## src/rtl/sim_stim_ctrl.sv

```systemverilog
// sim_stim_ctrl: core reset sequencer, programmable interrupt generator and run watchdog.
// Optional trap logging ports (trap_count, trap_cycle) exist only when SIM_STIM_TRAPLOG_EN is defined.
module sim_stim_ctrl #(
    parameter int unsigned N_IRQ          = 4,
    parameter int unsigned RESET_CYCLES   = 10,
    parameter int unsigned TIMEOUT_CYCLES = 10000,
    parameter int unsigned PERIOD_W       = 16,
    localparam int unsigned SEL_W         = (N_IRQ > 1) ? $clog2(N_IRQ) : 1
) (
    input  logic                clock,
    input  logic                reset,
    input  logic                cfg_we,
    input  logic [SEL_W-1:0]    cfg_sel,
    input  logic [PERIOD_W-1:0] cfg_period,
    input  logic                cfg_level,
    input  logic [N_IRQ-1:0]    irq_ack,
    input  logic                trap,
    output logic                core_reset,
    output logic [N_IRQ-1:0]    irq,
    output logic                done,
    output logic [1:0]          status,
    output logic [31:0]         cycle_count
`ifdef SIM_STIM_TRAPLOG_EN
    ,
    output logic [15:0]         trap_count,
    output logic [31:0]         trap_cycle
`endif
);

    typedef enum logic [1:0] {S_HOLD, S_RUN, S_DONE} state_t;

    state_t                r_state;
    logic                  r_core_reset;
    logic                  r_done;
    logic [N_IRQ-1:0]      r_irq;
    logic [1:0]            r_status;
    logic [31:0]           r_cycle_count;
    logic [31:0]           r_hold_cnt;
    logic [PERIOD_W-1:0]   r_period [N_IRQ];
    logic [PERIOD_W-1:0]   r_cnt    [N_IRQ];
    logic [N_IRQ-1:0]      r_level;

    logic [N_IRQ-1:0]      w_wr;
    logic                  w_timeout;

    always_comb begin
        w_wr = '0;
        for (int unsigned i = 0; i < N_IRQ; i++) begin
            if (cfg_we && (32'(cfg_sel) == i)) w_wr[i] = 1'b1;
        end
    end

    assign w_timeout = (TIMEOUT_CYCLES != 0) && (r_cycle_count == 32'(TIMEOUT_CYCLES - 1));

    always_ff @(posedge clock or negedge reset) begin
        if (!reset) begin
            r_state       <= S_HOLD;
            r_core_reset  <= 1'b1;
            r_done        <= 1'b0;
            r_irq         <= '0;
            r_status      <= 2'b00;
            r_cycle_count <= '0;
            r_hold_cnt    <= '0;
            r_level       <= '0;
            for (int unsigned i = 0; i < N_IRQ; i++) begin
                r_period[i] <= '0;
                r_cnt[i]    <= '0;
            end
        end else begin
            unique case (r_state)
                S_HOLD: begin
                    r_irq <= '0;
                    if (r_hold_cnt == 32'(RESET_CYCLES - 1)) begin
                        r_state      <= S_RUN;
                        r_core_reset <= 1'b0;
                    end else begin
                        r_hold_cnt <= r_hold_cnt + 32'd1;
                    end
                end
                S_RUN: begin
                    if (trap || w_timeout) begin
                        r_state      <= S_DONE;
                        r_done       <= 1'b1;
                        r_core_reset <= 1'b1;
                        r_irq        <= '0;
                        r_status     <= trap ? 2'b01 : 2'b10;
                    end else begin
                        if (r_cycle_count != '1) r_cycle_count <= r_cycle_count + 32'd1;
                        // A pending level interrupt freezes its counter; the period restarts after the ack.
                        for (int unsigned i = 0; i < N_IRQ; i++) begin
                            if (r_period[i] == '0) begin
                                r_irq[i] <= 1'b0;
                            end else if (r_level[i] && r_irq[i]) begin
                                if (irq_ack[i]) r_irq[i] <= 1'b0;
                            end else if (r_cnt[i] == r_period[i] - PERIOD_W'(1)) begin
                                r_cnt[i] <= '0;
                                r_irq[i] <= 1'b1;
                            end else begin
                                r_cnt[i] <= r_cnt[i] + PERIOD_W'(1);
                                r_irq[i] <= 1'b0;
                            end
                        end
                    end
                end
                default: begin
                    r_irq <= '0;
                end
            endcase

            for (int unsigned i = 0; i < N_IRQ; i++) begin
                if (w_wr[i]) begin
                    r_period[i] <= cfg_period;
                    r_level[i]  <= cfg_level;
                    r_cnt[i]    <= '0;
                    r_irq[i]    <= 1'b0;
                end
            end
        end
    end

    assign core_reset  = r_core_reset;
    assign irq         = r_irq;
    assign done        = r_done;
    assign status      = r_status;
    assign cycle_count = r_cycle_count;

`ifdef SIM_STIM_TRAPLOG_EN
    logic        r_trap_d;
    logic        r_trap_seen;
    logic [15:0] r_trap_count;
    logic [31:0] r_trap_cycle;

    always_ff @(posedge clock or negedge reset) begin
        if (!reset) begin
            r_trap_d     <= 1'b0;
            r_trap_seen  <= 1'b0;
            r_trap_count <= '0;
            r_trap_cycle <= '0;
        end else begin
            r_trap_d <= trap;
            if ((r_state != S_HOLD) && trap && !r_trap_d && (r_trap_count != '1))
                r_trap_count <= r_trap_count + 16'd1;
            if ((r_state == S_RUN) && trap && !r_trap_seen) begin
                r_trap_seen  <= 1'b1;
                r_trap_cycle <= r_cycle_count;
            end
        end
    end

    assign trap_count = r_trap_count;
    assign trap_cycle = r_trap_cycle;
`endif

endmodule

```

## config.mk

```make
export PLATFORM = sky130hd
export DESIGN_NAME = sim_stim_ctrl
export DESIGN_NICKNAME = d
export VERILOG_FILES = /design/src/rtl/sim_stim_ctrl.sv
export SDC_FILE = /design/constraint.sdc
export NUM_CORES = 1
export LEC_CHECK = 0
export CAP_MARGIN = 20
export CORE_UTILIZATION = 44
export CTS_BUF_LIST = sky130_fd_sc_hd__clkbuf_8
export DETAILED_ROUTE_END_ITERATION = 16
export PLACE_DENSITY_LB_ADDON = 0.25
export SLEW_MARGIN = 20
export SYNTH_ARGS = -nofsm -noshare
export SYNTH_HDL_FRONTEND = slang
export SYNTH_SLANG_ARGS = --single-unit
export TNS_END_PERCENT = 5
```

## constraint.sdc

```tcl
create_clock -name clock -period 5.91 [get_ports clock]
set_input_delay 1.4775 -clock clock [delete_from_list [all_inputs] [get_ports clock]]
set_output_delay 1.4775 -clock clock [all_outputs]
set_load 0.01 [all_outputs]
```

# After elaboration in Yosys (flattened, before gate mapping)
# Index checks and enable logic that the tools add are counted.
[classes] add_sub_neg=10 eq_ne=29 n_mux=51 n_bitwise=2 n_reduce_logical=28
[op_table] cell="2-to-1 mux 16 bit" n=16
[op_table] cell="2-to-1 mux 64 bit" n=2
[op_table] cell="adder 16 x 1 -> 16 bit (second input constant)" n=4
[op_table] cell="adder 32 x 1 -> 32 bit (second input constant)" n=2
[op_table] cell="== test 16 bit" n=4
[op_table] cell="zero test 16 bit" n=4
[op_table] cell="subtractor 16 x 1 -> 16 bit (second input constant)" n=4
[op_table] cell="== test 32 x 14 -> 1 bit (second input constant)" n=1
[op_table] cell="== test 32 x 4 -> 1 bit (second input constant)" n=1
[op_table] cell="!= test 32 bit (second input constant)" n=1
[op_table] cell="!= test 2 bit (second input constant)" n=14
[op_table] cell="2-to-1 mux 1 bit" n=26
[op_table] cell="!= test 6 bit (second input constant)" n=4
[op_table] cell="AND reduction 4 bit" n=4
[op_table] cell="nonzero test 2 bit" n=5
[op_table] cell="logical AND 1 bit" n=8
[op_table] cell="2-to-1 mux 4 bit" n=2
[op_table] cell="2-to-1 mux 2 bit" n=3
[op_table] cell="AND reduction 3 bit" n=2
[op_table] cell="== test 2 x 1 -> 1 bit (second input constant)" n=2
[op_table] cell="== test 2 bit (second input constant)" n=2
[op_table] cell="zero test 2 bit" n=2
[op_table] cell="case mux 2 bit (2 select lines)" n=1
[op_table] cell="AND reduction 2 bit" n=2
[op_table] cell="3 further kinds" n=4
[word_totals] regBits=206 in_bits=27 word_cells=142

# Logic depth before layout (Yosys ltp)
# Gate-level depths: netlist (run 1).
[logic_depth] word_depth=8 mapped_depth=12 depth_no_buf=10

# Least setup slack after synthesis (run 1)
# OpenSTA, ideal clock, no wires.
[synth_path] path_type="input -> register" from="input cfg_sel[0]" to="register r_cnt[61] (netlist bit)" setup_ns=0.119 arrival_time_ns=2.792 required_ns=5.791 path_slack_ns=2.999 stages=7 path_buffers=2 cell_sequence="clkbuf_1 > nor3b_1 > clkbuf_1 > nor2_1 > nor3_1 > xnor2_1 > nor2_1"
[synth_between] elab_chain_cells=5
[synth_rtl] element="start: declaration" line_no="13" text="input logic [SEL_W-1:0] cfg_sel,"
[synth_rtl] element="zero test 2 bit (*)" line_no="49" text="if (cfg_we && (32'(cfg_sel) == i)) w_wr[i] = 1'b1;"
[synth_rtl] element="logical AND 1 bit (*)" line_no="49"
[synth_rtl] element="2-to-1 mux 1 bit (*)" line_no="49"
[synth_rtl] element="!= test 2 bit (no source line) or nonzero test 2 bit (tied branches)"
[synth_rtl] element="AND reduction 4 bit (no source line)"
[synth_rtl] element="end signal: indexed assignment" line_no="99" text="r_cnt[i] <= r_cnt[i] + PERIOD_W'(1);"
[synth_rtl] element="end: declaration" line_no="40" text="logic [PERIOD_W-1:0] r_cnt [N_IRQ];"
# Mark *: on every way between the ends. The rest lies on a longest branch, timed or not.
# A chain may end at the register's enable or synchronous reset.

# Worst setup path in the final report (run 1)
[layout_path] from="register r_period[0] (netlist bit)" to="register r_cnt[9] (netlist bit)"
[layout_between] elab_chain_cells=8
[layout_rtl] element="start: declaration" line_no="39" text="logic [PERIOD_W-1:0] r_period [N_IRQ];"
[layout_rtl] element="start signal: indexed assignment" line_no="112" text="r_period[i] <= cfg_period;"
[layout_rtl] element="subtractor 16 x 1 -> 16 bit" line_no="95" text="end else if (r_cnt[i] == r_period[i] - PERIOD_W'(1)) begin"
[layout_rtl] element="== test 16 bit" line_no="95"
[layout_rtl] element="2-to-1 mux 16 bit" line_no="95"
[layout_rtl] element="2-to-1 mux 16 bit" line_no="93" text="end else if (r_level[i] && r_irq[i]) begin"
[layout_rtl] element="2-to-1 mux 16 bit" line_no="91" text="if (r_period[i] == '0) begin"
[layout_rtl] element="2-to-1 mux 64 bit" line_no="81" text="if (trap || w_timeout) begin"
[layout_rtl] element="2-to-1 mux 64 bit" line_no="70" text="unique case (r_state)"
[layout_rtl] element="2-to-1 mux 16 bit" line_no="111" text="if (w_wr[i]) begin"
# Several ways; a longest one is shown, not always the timed one. The select of a mux whose other input is x is not followed.

==> results.tsv, run 1 <==
metric	value	unit
synthTopCellsByArea	dfrtp_1 (44%), xnor2_1 (8.3%), nand2_1 (7.7%), xor2_1 (5.4%), nand3_1 (2.8%)	
ys_ff_latch	206	
cts_sinks	206	
min_path_type	reg2reg	
start_util	44.8	%
syn_inst	1261	
drt_wl_total	27900	µm
cts-root-buf	clkbuf_8	
grt_pass1_vias	9265	
route.vias.total	9283	
cts_tree	yes	
postCtsSetupBuffers	0	
clockBufferDepth	3	
dieArea	0.0272	mm²
n_antenna_cell	0	
p_clk_share	34.1	%
post_drt_wl_per_cell	16.6	µm
most-common-layout-cells	nand2_1 (240), dfrtp_1 (205), xnor2_1 (110)	
drc	0	
antenna_found_initial	1	
power.switching	1230	µW
ant_nets	0	
cts_hold_buf	0	
synth_area	0.0117	mm²
routabilityCongestion	0.870	
p_seq_share	46.4	%
die_h	165	µm
drt_iter0_markers	527	
tns	0	ns
post-synth-top-area-fraction	43.9	%
grt_first_pass_wirelength	46900	µm
required	6.29	ns
cp.arrival	4.01	ns
hold_violations	0	
rows	59	
fin_worst_skew	0.0179	ns
io_pins	67	
maxSlewHeadroom	35.6	%
yosys_warnings	0	
slew_violations	0	
yosysSeqAreaShare	44.2	%
cp-start-kind	flop	
cts-resized-gates	0	
core_area	0.0261	mm²
synth_flop_cell	dfrtp_1	
track_usage	21.6	%
worstSkewPairLatency	0.53	ns
cp-end-kind	flop	
final_cell_area	0.0133	mm²
leakage	0.00572	µW
yosys.area.top_type	dfrtp_1	
syn2layout_area_growth	14.1	%
drive_gt1_share	9.57	%
final_common_cell	nand2_1	
ys_async_sr_fraction	100	%
tightestPinTransition	0.956	ns
cp-startpoint	r_period[0]	
swShare	31.5	%
setup_viol	0	
hp-start	done	
timing.rr.start	r_period[0]	
min_path_cells	1	
nNetsFinal	1362	
reg2reg_slack	2.29	ns
dp_hpwl	19400	µm
reg2regPathDepth	10	
vias_per_cell	5.52	
cp_max_fo	16	
finalCritPeriodShare	61.3	%
port_buffers	66	
grt_max_degree	86	
status	complete, no violations	
synth_edf_count	0	
die_w	165	µm
h-tree-depth	2	
synth_nets	1299	
synth_cell_types	86	
tritoncts.num_buffers	36	
rsz0062_at_grt	no	
hold_path_end	done	
ir_drop	0.000202	V
cap_violations	0	
overflow	0	
syn_area_per_cell	9.26	µm²
path_clk_slew	0.06	ns
dr.pass1.iters	5	
pwr-share-comb	19.5	%
finish.utilization	51.1	%
crit_type	reg2reg	
reg2reg_to	r_cnt[9]	
clock.fmax	276	MHz
power_per_cell_area	294	mW/mm²
period_needed	3.62	ns
power.internal	2680	µW
place_area	0.0126	mm²
-- final cells by class --
| class | count | area, µm² |
|---|---|---|
| Fill cell | 2446 | 12700 |
| Multi-Input combinational cell | 978 | 6190 |
| Sequential cell | 206 | 5160 |
| Timing Repair Buffer | 74 | 724 |
| Clock buffer | 43 | 592 |
| Tap cell | 335 | 419 |
| Clock inverter | 19 | 139 |
| Inverter | 28 | 105 |
-- worst max path at each step --
stage | to | slack [ns] | cells past startpoint
CTS | r_cnt[9] | 2.30 | 10
global placement | r_cnt[7] | 2.01 | 6
detailed placement | r_cnt[7] | 1.90 | 6
global route | r_cnt[9] | 2.04 | 10
floorplan | r_cnt[61] | 3.00 | 7
finish | r_cnt[9] | 2.29 | 10
-- kinds of logic after synthesis --
family | after synthesis | synth area share, %
xor+xnor | 182 | 13.7
mux | 28 | 2.63
fa+ha+maj | 11 | 1.18
compound gates | 123 | 7.58
simple gates | 634 | 27.9
flops | 206 | 44.2
buf+inv | 77 | 2.89
-- metal layers --
layer / global-route usage [%] / vias up / part of all wire [%]
met3: 5.32 / 37 / 6.5
met1: 29.4 / 4495 / 47
met5: 0 / - / 0
met4: 6.01 / 0 / 1.7
met2: 33.9 / 205 / 45
li1: - / 4546 / -
-- registers in the layout (all words and copies together), names as in the netlist --
register	cells
core_reset	1
r_state	2
irq	4
r_period	64
r_cnt	64
cycle_count	32
done	1
r_level	4
status	2
r_hold_cnt	32
-- critical path, stage by stage, from the launching register on --
cell and delay [ns]:
dfrtp_1 0.45, inv_1 0.11, ha_1 0.32, or4b_2 0.64
nor4_1 0.25, xor2_1 0.11, nand3_1 0.11, nor4_2 0.06
a21oi_2 0.55, nand2_1 0.45, o311ai_0 0.44
-- cells in the mapped netlist (all sizes together) (10+ instances only) --
| master | count |
|---|---|
| o21ai | 31 |
| or2 | 10 |
| nand2 | 240 |
| xor2 | 72 |
| nor3 | 41 |
| a21oi | 20 |
| nor4 | 27 |
| clkbuf | 37 |
| or3 | 13 |
| inv | 28 |
| buf | 12 |
| nand4 | 41 |
| nor2 | 88 |
| nand3 | 65 |
| xnor2 | 110 |
| or4 | 14 |
| mux2 | 21 |
| ha | 11 |
| and4 | 10 |
| and3 | 30 |
| dfrtp | 205 |
| nand2b | 13 |
-- through the flow --
step / worst slack, ns / hold WS [ns] / power [µW] / std cells
after global placement: 2.01 / 0.454 / 2580 / 1621
after global routing: 2.04 / 0.502 / 4150 / 1683
final: 2.29 / 0.470 / 3910 / 1683
after CTS: 2.30 / 0.475 / 3960 / 1683
after detailed placement: 1.90 / 0.452 / 2600 / 1621
after floorplan: 3.00 / 0.446 / 2330 / 1261
-- power groups by stage --
stage               Sequential (µW)  Combinational [µW]  Clock, µW
floorplan                      1750                 586          0
global placement               1830                 751          0
detailed placement             1830                 764          0
finish                         1820                 763       1340
global route                   1850                 865       1440
CTS                            1810                 768       1380
Power figures use the tool's default switching activity.
==> inputs of run 2 (changes only) <==
==> constraint.sdc (replaced) <==
create_clock -name clock -period 3.7 [get_ports clock]
set_input_delay 0.925 -clock clock [delete_from_list [all_inputs] [get_ports clock]]
set_output_delay 0.925 -clock clock [all_outputs]
set_load 0.01 [all_outputs]
==> run 2 against run 1 <==
- first-iteration DRC count down 4.0%
- power up 61%
- register-to-register slack worse by 1.9 ns
- count of clock-buffer cells in the layout up 5
- design area up 0.97%
- critical endpoint unchanged
- critical path type unchanged
- worst hold slack worse by 0.080 ns
- highest routed layer unchanged
==> results.tsv, run 2 (synthesized netlist as in run 1, its figures left out) <==
metric	value	unit
drc	0	
crit_type	reg2reg	
timing.rr.start	r_period[0]	
endpoint	r_cnt[9]	
reg2regPathDepth	10	
tritoncts.num_buffers	38	
cts-root-buf	clkbuf_8	
route.vias.total	9392	
drt_wl_total	28100	µm
grt_max_degree	73	
dp_hpwl	19600	µm
cp-startpoint	r_period[0]	
setup_viol	0	
cts_hold_buf	0	
fin_worst_skew	0.0313	ns
grt_first_pass_wirelength	46600	µm
cap_violations	0	
dr.pass1.iters	6	
cp.arrival	3.70	ns
path_clk_slew	0.06	ns
worstSkewPairLatency	0.55	ns
ant_nets	0	
min_path_type	in2async	
rsz0062_at_grt	no	
track_usage	21.4	%
ir_drop	0.000318	V
fillCellCount	2417	
hold_ws	0.390	ns
final_common_cell	nand2_1	
status	complete, no violations	
most-common-layout-cells	nand2_1 (239), dfrtp_1 (205), xnor2_1 (110)	
drive_gt1_share	10.3	%
tns	0	ns
cp-end-kind	flop	
postCtsSetupBuffers	0	
required	4.11	ns
period_needed	3.29	ns
slowest_delay	0.63	ns
tightestPinTransition	1.07	ns
n_antenna_cell	0	
finish.utilization	51.6	%
cp-start-kind	flop	
port_buffers	66	
rows	59	
io_pins	67	
h-tree-depth	2	
reg2reg_to	r_cnt[9]	
cp_max_fo	16	
dieArea	0.0272	mm²
finalCritPeriodShare	88.9	%
maxSlewHeadroom	28.1	%
slowest_stage	or4b_2	
start_util	44.8	%
slew_violations	0	
leakage	0.00580	µW
path_cells	inv_1 -> ha_1 -> or4b_2 -> nor4_1 -> xor2_1 -> nand3_1 -> nor4_2 -> a21oi_4 -> nand2_2 -> o311ai_0	
post_drt_wl_per_cell	16.5	µm
power_per_cell_area	468	mW/mm²
drt_iter0_markers	506	
die_h	165	µm
clock.fmax	304	MHz
routabilityCongestion	0.936	
grt_pass1_vias	9208	
nNetsFinal	1372	
reg2reg_slack	0.41	ns
clockBufferDepth	3	
antenna_found_initial	0	
vias_per_cell	5.53	
core_area	0.0261	mm²
syn2layout_area_growth	15.2	%
cts_tree	yes	
reg_top3	r_cnt x64, r_period x64	
hold_violations	0	
die_w	165	µm
cts_sinks	206	
overflow	0	
## run 2: changes by cell type in the layout (fill, tap and decap cells not counted)
cell        change
clkinv_2        -4
bufinv_16       -2
a21oi_2         -1
nand2_2         +1
a21oi_4         +1
buf_12          +2
clkinvlp_4      +3
clkbuf_8        +5
inv_1           +6
nand2_1         -1
buf_4           +6
## run 2: worst min path at each step
| stage | start | endpoint | cells past startpoint |
|---|---|---|---|
| after global placement | done | done | 1 |
| final | reset | r_cnt[5] | 1 |
| after CTS | reset | r_cnt[6] | 1 |
| after floorplan | r_level[1] | r_level[1] | 2 |
| after detailed placement | done | done | 1 |
| after global routing | reset | r_cnt[5] | 1 |
## run 2: layout make-up
cell class,count,area [µm²],area share [%]
flip-flops and latches,206,5160,38.3
well taps,335,419,3.12
multi-input cells,978,6200,46.1
clock inverters,22,104,0.772
inverters,28,105,0.781
clock buffers,48,661,4.91
repair buffers,82,810,6.02
## run 2: critical path: cells and delay by family (launching register included)
| family | cells | cell delay, ns |
|---|---|---|
| buffers and inverters | 1 | 0.09 |
| and+or+nand+nor | 5 | 1.39 |
| xor gates and xnor gates | 1 | 0.12 |
| adders and majority gates | 1 | 0.32 |
| DFF | 1 | 0.43 |
| AOI/OAI and AO/OA | 2 | 0.79 |
## run 2: power breakdown
group,switching [µW],internal [µW],total (µW)
clock network,980,1170,2160
registers,392,2500,2900
logic,650,596,1250
## run 2: per-layer routing
metal	routed length, µm	vias up	GRT usage, %
li1	-	4574	-
met1	13400	4517	29.5
met2	12500	243	33.9
met3	1500	58	3.87
met4	661	0	6.92
met5	0	-	0
## run 2: timing repair
action                     CTS  global route
pin swaps                    0             0
gates cloned                 0             0
resized for setup            1             1
setup endpoints to repair    1             2
## run 2: through the flow
stage	worst slack, ns	power, µW	instances	area [µm²]
2_1_floorplan	0.839	3730	1261	11700
3_3_place_gp	0.205	4150	1629	12700
3_5_place_dp	-0.000244	4170	1629	12700
4_1_cts	0.249	6370	1699	13400
5_1_grt	0.113	6660	1699	13500
6_report	0.412	6300	1699	13500
==> inputs of run 3 (changes only) <==
--- a/config.mk
+++ b/config.mk
@@ -6,6 +6,7 @@
 export NUM_CORES = 1
 export LEC_CHECK = 0
 export CAP_MARGIN = 20
+export CORE_MARGIN = 2
 export CORE_UTILIZATION = 44
 export CTS_BUF_LIST = sky130_fd_sc_hd__clkbuf_8
 export DETAILED_ROUTE_END_ITERATION = 16
==> run 3 against run 2 <==
- first-iteration DRC count grew 24%
- utilization is 0.053 points higher
- power increased by 0.19%
- combinational power about the same
- critical path type unchanged
- flip-flop and latch count is the same
- largest cell class unchanged
- design area increased by 0.10%
- register-to-register slack gained 0.05 ns
- fmax is 1.4% higher
- non-clock buffer count grew 3
- global-route usage is 0.71 points lower
==> results.tsv, run 3 (synthesized netlist as in run 1, its figures left out) <==
metric	value	unit
status	complete, no violations	
crit_type	reg2reg	
rows	59	
required	4.10	ns
timing.rr.start	r_period[0]	
hold_violations	0	
dieArea	0.0279	mm²
swShare	32.1	%
n_antenna_cell	0	
track_usage	20.7	%
drt_wl_total	28300	µm
cts_hold_buf	0	
cts-resized-gates	0	
vias_per_cell	5.56	
setup_viol	0	
rsz0062_at_grt	no	
path_clk_slew	0.06	ns
antenna_found_initial	1	
cp.arrival	3.64	ns
reg2reg_to	r_cnt[9]	
cp_max_fo	16	
finalCritPeriodShare	87.6	%
reg2reg_slack	0.46	ns
grt_first_pass_wirelength	47900	µm
cts-root-buf	clkbuf_8	
most-common-layout-cells	nand2_1 (239), dfrtp_1 (205), xnor2_1 (110)	
die_w	167	µm
postCtsSetupBuffers	0	
p_seq_share	46.0	%
dp.cells	1632	
dr.pass1.iters	5	
route.vias.total	9465	
port_buffers	66	
power.switching	2020	µW
cts_sinks	206	
reg_top3	r_cnt x64, r_period x64	
cp-start-kind	flop	
io_pins	67	
grt_max_degree	88	
drc	0	
ant_nets	0	
clock.fmax	309	MHz
slowest_delay	0.65	ns
drt_iter0_markers	629	
tns	0	ns
routabilityCongestion	0.939	
maxSlewHeadroom	32.3	%
worstSkewPairLatency	0.54	ns
fin_cells	1701	
drive_gt1_share	10.4	%
die_h	167	µm
p_clk_share	34.2	%
cts_tree	yes	
cap_violations	0	
slowest_stage	or4b_2	
area.sequential	0.00516	mm²
final_common_cell	nand2_1	
multiInputGateArea	0.00620	mm²
ir_drop	0.000418	V
tritoncts.num_buffers	38	
fin_worst_skew	0.0302	ns
h-tree-depth	2	
power.internal	4290	µW
path_cells	inv_1 -> ha_1 -> or4b_2 -> nor4_1 -> xor2_1 -> nand3_1 -> nor4_2 -> a21oi_4 -> nand2_2 -> o311ai_0	
min_path_type	in2async	
cp-end-kind	flop	
pwr-share-comb	19.8	%
clockBufferDepth	3	
leakage	0.00582	µW
overflow	0	
nNetsFinal	1375	
dp_hpwl	19800	µm
tightestPinTransition	1.01	ns
post_drt_wl_per_cell	16.6	µm
power_per_cell_area	469	mW/mm²
syn2layout_area_growth	15.3	%
slew_violations	0	
reg2regPathDepth	10	
fillCellCount	2465	
period_needed	3.24	ns
start_util	44.8	%
core_area	0.0261	mm²
grt_pass1_vias	9438	
==> run 3: cell types whose count changed in the layout (fill, tap and decap cells not counted), sizes merged <==
cell | previous run | this run
bufinv | 0 | 1
clkinvlp | 3 | 1
clkinv | 4 | 7
buf | 16 | 19
clkbuf | 49 | 46
==> run 3: routing by layer <==
layer / vias up / GRT usage (%) / share of wire [%]
met3: 59 / 4.71 / 6.3
met1: 4605 / 28.9 / 47
met5: - / 0 / 0.046
li1: 4568 / - / -
met2: 231 / 32.1 / 44
met4: 2 / 6.48 / 2.5
==> run 3: cell type report <==
class                      count  share of cell area (%)
inverter                      28                   0.781
timing repair buffer          85                    6.18
sequential                   206                    38.3
clock buffer                  45                    4.60
multi-input combinational    978                    46.0
clock inverter                24                    1.01
tap                          335                    3.11
==> run 3: power groups by stage <==
stage	combinational (µW)	clock, µW	sequential (µW)
6_report	1250	2160	2900
3_5_place_dp	1250	0	2930
4_1_cts	1250	2230	2900
2_1_floorplan	936	0	2790
3_3_place_gp	1230	0	2930
5_1_grt	1410	2320	2950
==> run 3: how the worst max path moves through the flow <==
stage	from	endpoint	slack, ns	cells past startpoint
final	r_period[0]	r_cnt[9]	0.46	10
after global routing	r_period[0]	r_cnt[9]	0.17	10
after CTS	r_period[0]	r_cnt[9]	0.03	10
after detailed placement	r_period[0]	r_cnt[9]	0.06	10
after global placement	r_period[0]	r_cnt[7]	0.25	10
after floorplan	r_period[16]	r_cnt[26]	0.84	12
==> run 3: stage by stage <==
step / worst slack (ns) / total power, µW / util (%) / hold slack (ns) / area, µm²
after floorplan: 0.839 / 3730 / - / 0.446 / 11700
after global placement: 0.247 / 4150 / 48.7 / 0.455 / 12700
after detailed placement: 0.0608 / 4170 / 48.7 / 0.455 / 12700
after CTS: 0.0336 / 6380 / 51.6 / 0.471 / 13500
after global routing: 0.166 / 6680 / 51.7 / 0.494 / 13500
final: 0.459 / 6310 / 51.7 / 0.441 / 13500
==> run 3: worst max-delay path, delay by kind of cell (launching register included) <==
kind,cells,cell delay (ns)
and+or+nand+nor,5,1.35
AOI/OAI and AO/OA,2,0.79
DFF,1,0.43
adders and majority gates,1,0.31
xor gates and xnor gates,1,0.11
buffers and inverters,1,0.10
